[src/rtl/bme280_i2c_slave.sv]
// rtl/bme280_i2c_slave.sv - I2C slave exposing a BME280-style register map
module bme280_i2c_slave #(
  parameter logic [6:0] SLAVE_ADDRESS = 7'b111_0110,
  parameter logic [7:0] CHIP_ID       = 8'h60
) (
  input  logic        clk,
  input  logic        rst,
  input  logic        scl,
  input  logic        sda_in,
  output logic        sda_out,
  output logic        tristate,
  input  logic [19:0] press_raw,
  input  logic [19:0] temp_raw,
  input  logic [15:0] hum_raw,
  output logic [7:0]  ctrl_hum,
  output logic [7:0]  ctrl_meas,
  output logic [7:0]  config_reg,
  output logic        soft_reset,
  output logic        busy
);
  localparam logic [3:0] S_IDLE      = 4'd0;
  localparam logic [3:0] S_ADDR      = 4'd1;
  localparam logic [3:0] S_ADDR_ACK  = 4'd2;
  localparam logic [3:0] S_REG       = 4'd3;
  localparam logic [3:0] S_REG_ACK   = 4'd4;
  localparam logic [3:0] S_WDATA     = 4'd5;
  localparam logic [3:0] S_WDATA_ACK = 4'd6;
  localparam logic [3:0] S_RDATA     = 4'd7;
  localparam logic [3:0] S_RDATA_ACK = 4'd8;

  // pipe bit 0 = metastability flop, bit 1 = synced level, bit 2 = previous synced level
  logic [2:0]  scl_pipe_q, scl_pipe_d, sda_pipe_q, sda_pipe_d;
  logic [3:0]  state_q, state_d, bit_cnt_q, bit_cnt_d;
  logic [7:0]  shift_q, shift_d, pointer_q, pointer_d;
  logic        ack_phase_q, ack_phase_d, rw_q, rw_d;
  logic [7:0]  ctrl_hum_q, ctrl_hum_d, ctrl_meas_q, ctrl_meas_d, config_q, config_d;
  logic        soft_reset_q, soft_reset_d, sda_out_q, sda_out_d;
  logic        tristate_q, tristate_d, busy_q, busy_d;
  logic [19:0] press_snap_q, press_snap_d, temp_snap_q, temp_snap_d;
  logic [15:0] hum_snap_q, hum_snap_d;

  logic       scl_rise, scl_fall, start_det, stop_det;
  logic [7:0] shift_in, rd_byte;

  assign scl_rise  = scl_pipe_q[1] & ~scl_pipe_q[2];
  assign scl_fall  = ~scl_pipe_q[1] & scl_pipe_q[2];
  assign start_det = scl_pipe_q[1] & scl_pipe_q[2] & sda_pipe_q[2] & ~sda_pipe_q[1];
  assign stop_det  = scl_pipe_q[1] & scl_pipe_q[2] & ~sda_pipe_q[2] & sda_pipe_q[1];
  assign shift_in  = {shift_q[6:0], sda_pipe_q[1]};

  always_comb begin
    rd_byte = 8'h00;
    case (pointer_q)
      8'hD0:   rd_byte = CHIP_ID;
      8'hF2:   rd_byte = ctrl_hum_q;
      8'hF4:   rd_byte = ctrl_meas_q;
      8'hF5:   rd_byte = config_q;
      8'hF7:   rd_byte = press_snap_q[19:12];
      8'hF8:   rd_byte = press_snap_q[11:4];
      8'hF9:   rd_byte = {press_snap_q[3:0], 4'h0};
      8'hFA:   rd_byte = temp_snap_q[19:12];
      8'hFB:   rd_byte = temp_snap_q[11:4];
      8'hFC:   rd_byte = {temp_snap_q[3:0], 4'h0};
      8'hFD:   rd_byte = hum_snap_q[15:8];
      8'hFE:   rd_byte = hum_snap_q[7:0];
      default: rd_byte = 8'h00;
    endcase
  end

  always_comb begin
    scl_pipe_d   = {scl_pipe_q[1:0], scl};
    sda_pipe_d   = {sda_pipe_q[1:0], sda_in};
    state_d      = state_q;
    bit_cnt_d    = bit_cnt_q;
    shift_d      = shift_q;
    ack_phase_d  = ack_phase_q;
    rw_d         = rw_q;
    pointer_d    = pointer_q;
    ctrl_hum_d   = ctrl_hum_q;
    ctrl_meas_d  = ctrl_meas_q;
    config_d     = config_q;
    soft_reset_d = 1'b0;
    sda_out_d    = sda_out_q;
    tristate_d   = tristate_q;
    press_snap_d = press_snap_q;
    temp_snap_d  = temp_snap_q;
    hum_snap_d   = hum_snap_q;

    if (start_det) begin
      state_d    = S_ADDR;
      bit_cnt_d  = 4'd0;
      tristate_d = 1'b1;
      sda_out_d  = 1'b1;
    end else if (stop_det) begin
      state_d    = S_IDLE;
      bit_cnt_d  = 4'd0;
      tristate_d = 1'b1;
      sda_out_d  = 1'b1;
    end else begin
      case (state_q)
        S_ADDR, S_REG, S_WDATA: begin
          if (scl_rise) begin
            shift_d   = shift_in;
            bit_cnt_d = bit_cnt_q + 4'd1;
            if (bit_cnt_q == 4'd7) begin
              bit_cnt_d   = 4'd0;
              ack_phase_d = 1'b0;
              if (state_q == S_ADDR) begin
                if (shift_in[7:1] == SLAVE_ADDRESS) begin
                  state_d = S_ADDR_ACK;
                  rw_d    = shift_in[0];
                  if (shift_in[0]) begin
                    press_snap_d = press_raw;
                    temp_snap_d  = temp_raw;
                    hum_snap_d   = hum_raw;
                  end
                end else begin
                  state_d = S_IDLE;
                end
              end else if (state_q == S_REG) begin
                pointer_d = shift_in;
                state_d   = S_REG_ACK;
              end else begin
                pointer_d = pointer_q + 8'd1;
                state_d   = S_WDATA_ACK;
                case (pointer_q)
                  8'hF2:   ctrl_hum_d  = shift_in;
                  8'hF4:   ctrl_meas_d = shift_in;
                  8'hF5:   config_d    = shift_in;
                  8'hE0: begin
                    if (shift_in == 8'hB6) begin
                      ctrl_hum_d   = 8'h00;
                      ctrl_meas_d  = 8'h00;
                      config_d     = 8'h00;
                      soft_reset_d = 1'b1;
                    end
                  end
                  default: ;
                endcase
              end
            end
          end
        end
        // first SCL fall enters the ACK slot, the second one leaves it
        S_ADDR_ACK, S_REG_ACK, S_WDATA_ACK: begin
          if (scl_fall) begin
            if (!ack_phase_q) begin
              ack_phase_d = 1'b1;
              tristate_d  = 1'b0;
              sda_out_d   = 1'b0;
            end else begin
              ack_phase_d = 1'b0;
              bit_cnt_d   = 4'd0;
              if (state_q == S_ADDR_ACK && rw_q) begin
                state_d    = S_RDATA;
                tristate_d = 1'b0;
                sda_out_d  = rd_byte[7];
                shift_d    = {rd_byte[6:0], 1'b0};
              end else begin
                state_d    = (state_q == S_ADDR_ACK) ? S_REG : S_WDATA;
                tristate_d = 1'b1;
                sda_out_d  = 1'b1;
              end
            end
          end
        end
        S_RDATA: begin
          if (scl_rise) begin
            bit_cnt_d = bit_cnt_q + 4'd1;
          end else if (scl_fall) begin
            if (bit_cnt_q == 4'd8) begin
              state_d    = S_RDATA_ACK;
              bit_cnt_d  = 4'd0;
              tristate_d = 1'b1;
              sda_out_d  = 1'b1;
            end else begin
              sda_out_d = shift_q[7];
              shift_d   = {shift_q[6:0], 1'b0};
            end
          end
        end
        S_RDATA_ACK: begin
          if (scl_rise) begin
            if (!sda_pipe_q[1]) begin
              pointer_d   = pointer_q + 8'd1;
              ack_phase_d = 1'b1;
            end else begin
              state_d = S_IDLE;
            end
          end else if (scl_fall && ack_phase_q) begin
            ack_phase_d = 1'b0;
            state_d     = S_RDATA;
            tristate_d  = 1'b0;
            sda_out_d   = rd_byte[7];
            shift_d     = {rd_byte[6:0], 1'b0};
          end
        end
        default: ;
      endcase
    end
    busy_d = (state_d != S_IDLE);
  end

  always_ff @(posedge clk) begin
    if (rst) begin
      scl_pipe_q   <= 3'b111;
      sda_pipe_q   <= 3'b111;
      state_q      <= S_IDLE;
      bit_cnt_q    <= 4'd0;
      shift_q      <= 8'h00;
      ack_phase_q  <= 1'b0;
      rw_q         <= 1'b0;
      pointer_q    <= 8'h00;
      ctrl_hum_q   <= 8'h00;
      ctrl_meas_q  <= 8'h00;
      config_q     <= 8'h00;
      soft_reset_q <= 1'b0;
      sda_out_q    <= 1'b1;
      tristate_q   <= 1'b1;
      busy_q       <= 1'b0;
      press_snap_q <= 20'h0;
      temp_snap_q  <= 20'h0;
      hum_snap_q   <= 16'h0;
    end else begin
      scl_pipe_q   <= scl_pipe_d;
      sda_pipe_q   <= sda_pipe_d;
      state_q      <= state_d;
      bit_cnt_q    <= bit_cnt_d;
      shift_q      <= shift_d;
      ack_phase_q  <= ack_phase_d;
      rw_q         <= rw_d;
      pointer_q    <= pointer_d;
      ctrl_hum_q   <= ctrl_hum_d;
      ctrl_meas_q  <= ctrl_meas_d;
      config_q     <= config_d;
      soft_reset_q <= soft_reset_d;
      sda_out_q    <= sda_out_d;
      tristate_q   <= tristate_d;
      busy_q       <= busy_d;
      press_snap_q <= press_snap_d;
      temp_snap_q  <= temp_snap_d;
      hum_snap_q   <= hum_snap_d;
    end
  end

  assign sda_out    = sda_out_q;
  assign tristate   = tristate_q;
  assign ctrl_hum   = ctrl_hum_q;
  assign ctrl_meas  = ctrl_meas_q;
  assign config_reg = config_q;
  assign soft_reset = soft_reset_q;
  assign busy       = busy_q;
endmodule

[config.mk]
export PLATFORM = sky130hd
export DESIGN_NAME = bme280_i2c_slave
export DESIGN_NICKNAME = d
export VERILOG_FILES = /design/src/rtl/bme280_i2c_slave.sv
export SDC_FILE = /design/constraint.sdc
export NUM_CORES = 1
export LEC_CHECK = 0
export BUFFER_PORTS_ARGS = -buffer_cell sky130_fd_sc_hd__buf_2
export CORE_UTILIZATION = 57
export CTS_CLUSTER_DIAMETER = 150
export DETAILED_ROUTE_END_ITERATION = 8
export GPL_TIMING_DRIVEN = 0
export HOLD_SLACK_MARGIN = 0.02
export PLACE_DENSITY = 0.8
export SKIP_CTS_REPAIR_TIMING = 1
export SLEW_MARGIN = 5
export SYNTH_ARGS = -nofsm -noshare
export SYNTH_HDL_FRONTEND = slang
export SYNTH_SLANG_ARGS = --single-unit
[constraint.sdc]
create_clock -name clk -period 2.5 [get_ports clk]
set_input_delay 0.5 -clock clk [delete_from_list [all_inputs] [get_ports clk]]
set_output_delay 0.5 -clock clk [all_outputs]
set_load 0.05 [all_outputs]
==> run metrics <==
outcome completed; Worst Skew just under 0.007 ns; number of global-route vias before repair a little under 6000; final weighted congestion of routability-driven global placement ~0.95; residual overflow from global routing 0; largest net degree at the start of global routing 17; violation count after the first detailed-routing iteration ~720; max_slew headroom ~51%; register bit total from synthesis between 100 and 150; number of hold violations in the final report 0; final count of negative-setup-slack endpoints 0; Tightest Hold Check Type input pin to register; number of synthesis warnings 0; Core Region ~0.010 sq mm; Worst EP arrival 2.77 ns; clock transition at the registers of the reported paths ~0.060 ns; startpoint-to-endpoint class of the critical path register to register; number of port buffers 86; Crit-path slowest cell a222oi_1; startpoint class of the critical path register; Filler Cell Count roughly 770; power per standard cell area 621 mW/mm^2; required time at the worst-slack endpoint about 2.9 ns; Worst Setup End Kind register; number of nets in the finished design approximately 940; Final period util between 90% and 100%; clock latency reported for the late side of the worst-skew pair between 0.5 and 0.6 ns; synthesized netlist cell count 763; Distinct cells, synth 64; post-detailed-routing wire length roughly 20000 um; Synth Cell Area about 0.006 sq mm; number of top-level pins 88; Synth top area share between 30% and 40%; area of all placed cells without fillers 0.00720 sq mm; Least-Margin Pin Slew 0.733 ns; number of cells on the worst reg-to-reg path 8; P_leak ~2.9 nW; Fin Hold WS approximately 0.15 ns; first-pass GRT wire length 30800 um; area grow syn2layout 20.9%; hpwl dp between 10000 and 15000 um; CTS Buf Count 17; layout cell share with drive strength beyond 1 a little under a fifth; largest buffer count on any clock path 2; final antenna-violating net count 0; number of design rule violations left after detail routing 0; Post-DP Area about 0.0065 sq mm; post-layout power around 4.5 mW; setup slack at placement -0.155 ns; Async S/R FF share, synth 0%; count of max-cap constraint violations 0; library cell with the largest summed area after synthesis dfxtp_1; final critical-path setup slack 0.114 ns; sinks on the clock net around 120; post-synthesis area per instance 7.80 sq um; DR vias/cell around 6.3; largest registers press_snap_q (20), temp_snap_q (20), hum_snap_q (16); hold wc startpoint sda_in; via count 6360; hold-critical path endpoint sda_pipe_q[0]$_SDFF_PP1_; area occupied by registers between 0.002 and 0.0025 sq mm; final critical delay including setup and external delays 2.39 ns; total global routing track utilization roughly 37%; Crit Reg-Reg Startpoint pointer_q[0]$_SDFFE_PP0P_; Most used DFF post-synth dfxtp_1; Reg-to-Reg End shift_q[7]$_SDFFE_PP0P_; unrepaired setup endpoints after global routing false; area of combinational cells with multiple inputs around 0.0034 sq mm; DIE HEIGHT 104 um; sequential-to-total area share from yosys stat 39.0%; upper clock frequency limit between 0.4 and 0.5 GHz; number of diodes 0; peak fanout along the critical path 10; Worst VDD drop around 0.64 mV; leading cell types by total area after synthesis dfxtp_1 (39%), nand2_1 (9.6%), a21oi_1 (7.1%); floorplan die width ~100 um; CTS H-Tree Depth 4; clock tree root buffer cell clkbuf_8; die area roughly 0.011 sq mm; starting utilization of the core area about 60%; buffering stage count on the worst path with inverters included 1; core occupancy in the finished layout about 72%; Std-Cell Rows 36; crit-path cells ha_1 -> buf_2 -> a222oi_1 -> o22ai_1 -> a311oi_1 -> o21ai_0 -> a22oi_1 -> a211oi_1; number of detailed-routing iterations run before antenna repair 8; cell class contributing the biggest share of worst-path delay compound AO/OA/AOI/OAI gates; nets in the synthesized netlist between 800 and 900; Slew Viols, Final 0; number of flops mapped to enable cells by yosys 0; Register-to-Register Setup Slack 0.11 ns; number of antenna violations at the first check in global routing 0; worst hold path depth 2; maximum cell stage delay along the critical path ~0.41 ns; WL/cell 19.6 um; clock tree from TritonCTS done
==> worst register-to-register path, cell delays in order (launching register included) <==
cell and delay (ns):
dfxtp_2 0.36, ha_1 0.29, buf_2 0.23, a222oi_1 0.42, o22ai_1 0.18, a311oi_1 0.29
o21ai_0 0.14, a22oi_1 0.22, a211oi_1 0.11
==> synthesized netlist by cell type, types with 4 or more instances <==
| library cell | count |
|---|---|
| a211oi_1 | 9 |
| a21oi_1 | 84 |
| a221oi_1 | 7 |
| a222oi_1 | 7 |
| a22o_1 | 5 |
| a22oi_1 | 13 |
| a311oi_1 | 5 |
| a31oi_1 | 7 |
| and2_1 | 13 |
| and3_1 | 8 |
| buf_2 | 13 |
| buf_6 | 4 |
| clkbuf_1 | 38 |
| dfxtp_1 | 116 |
| ha_1 | 9 |
| inv_1 | 13 |
| mux2i_1 | 32 |
| nand2_1 | 153 |
| nand2b_1 | 8 |
| nand3_1 | 23 |
| nand4_1 | 6 |
| nor2_1 | 62 |
| nor2b_1 | 5 |
| nor3_1 | 9 |
| o211ai_1 | 5 |
| o21ai_0 | 32 |
| o22ai_1 | 8 |
| or2_2 | 7 |
==> kinds of logic after synthesis <==
| kind of cell | after synthesis | share of synthesized area, % |
|---|---|---|
| simple gates | 321 | 25.3 |
| fa+ha+maj | 9 | 1.89 |
| xor+xnor | 3 | 0.442 |
| compound gates | 207 | 22.1 |
| flops | 116 | 39.0 |
| buf+inv | 74 | 5.63 |
| mux | 33 | 5.57 |
==> layout by cell type (no fill, tap or decap), types with 7 or more instances in the layout <==
master / instances
buf_2: 101
a31oi_1: 7
nand3_1: 23
mux2i_1: 32
and3_1: 8
a222oi_1: 7
dfxtp_1: 115
nor3_1: 8
a21oi_1: 84
nand2_1: 153
ha_1: 7
clkbuf_1: 34
o21ai_0: 31
and2_1: 13
clkbuf_16: 16
or2_2: 7
nor2_1: 61
nand2b_1: 8
inv_1: 13
o22ai_1: 8
a211oi_1: 9
a22oi_1: 13
==> per-layer routing <==
metal	wire length (um)	global-route usage, %	share of wire, %	up-vias
met3	2390	13.1	12	50
met2	8590	52.5	43	430
met5	0	0	0	-
met1	8400	50.2	42	2969
li1	-	-	-	2911
met4	505	15.9	2.5	0
==> where the power goes <==
part           switching [mW]  total, mW  leakage (nW)  internal, mW
sequential             0.0200       1.88         0.937          1.86
clock                   0.858       2.39         0.279          1.54
combinational           0.116      0.194          1.68        0.0773
==> cell type report <==
cell class / count / area share (%)
multi-input cells: 573 / 46.6
well taps: 133 / 2.31
flip-flops and latches: 116 / 32.3
inverters: 13 / 0.678
plain buffers: 60 / 4.05
clock inverters: 9 / 1.81
clock buffers: 22 / 6.16
repair buffers: 87 / 6.09
==> metrics by stage <==
step | cells | TNS (ns)
floorplan | 763 | 0
global placement | 982 | -0.621
detailed placement | 982 | -1.45
CTS | 1013 | -2.05
global route | 1013 | 0
finish | 1013 | 0
==> how the worst max path moves through the flow <==
stage                                   start                         to  slack, ns  depth (start not counted)
floorplan           pointer_q[0]$_SDFFE_PP0P_   ctrl_hum[3]$_SDFFE_PP0P_       0.49                          8
global placement    pointer_q[1]$_SDFFE_PP0P_    shift_q[7]$_SDFFE_PP0P_      -0.10                          9
detailed placement  pointer_q[0]$_SDFFE_PP0P_    shift_q[7]$_SDFFE_PP0P_      -0.15                         10
CTS                 pointer_q[0]$_SDFFE_PP0P_    shift_q[7]$_SDFFE_PP0P_      -0.18                         10
global route         sda_pipe_q[1]$_SDFF_PP1_  pointer_q[1]$_SDFFE_PP0P_      0.008                          9
finish              pointer_q[0]$_SDFFE_PP0P_    shift_q[7]$_SDFFE_PP0P_       0.11                          8
(Power assumes the default switching activity.)
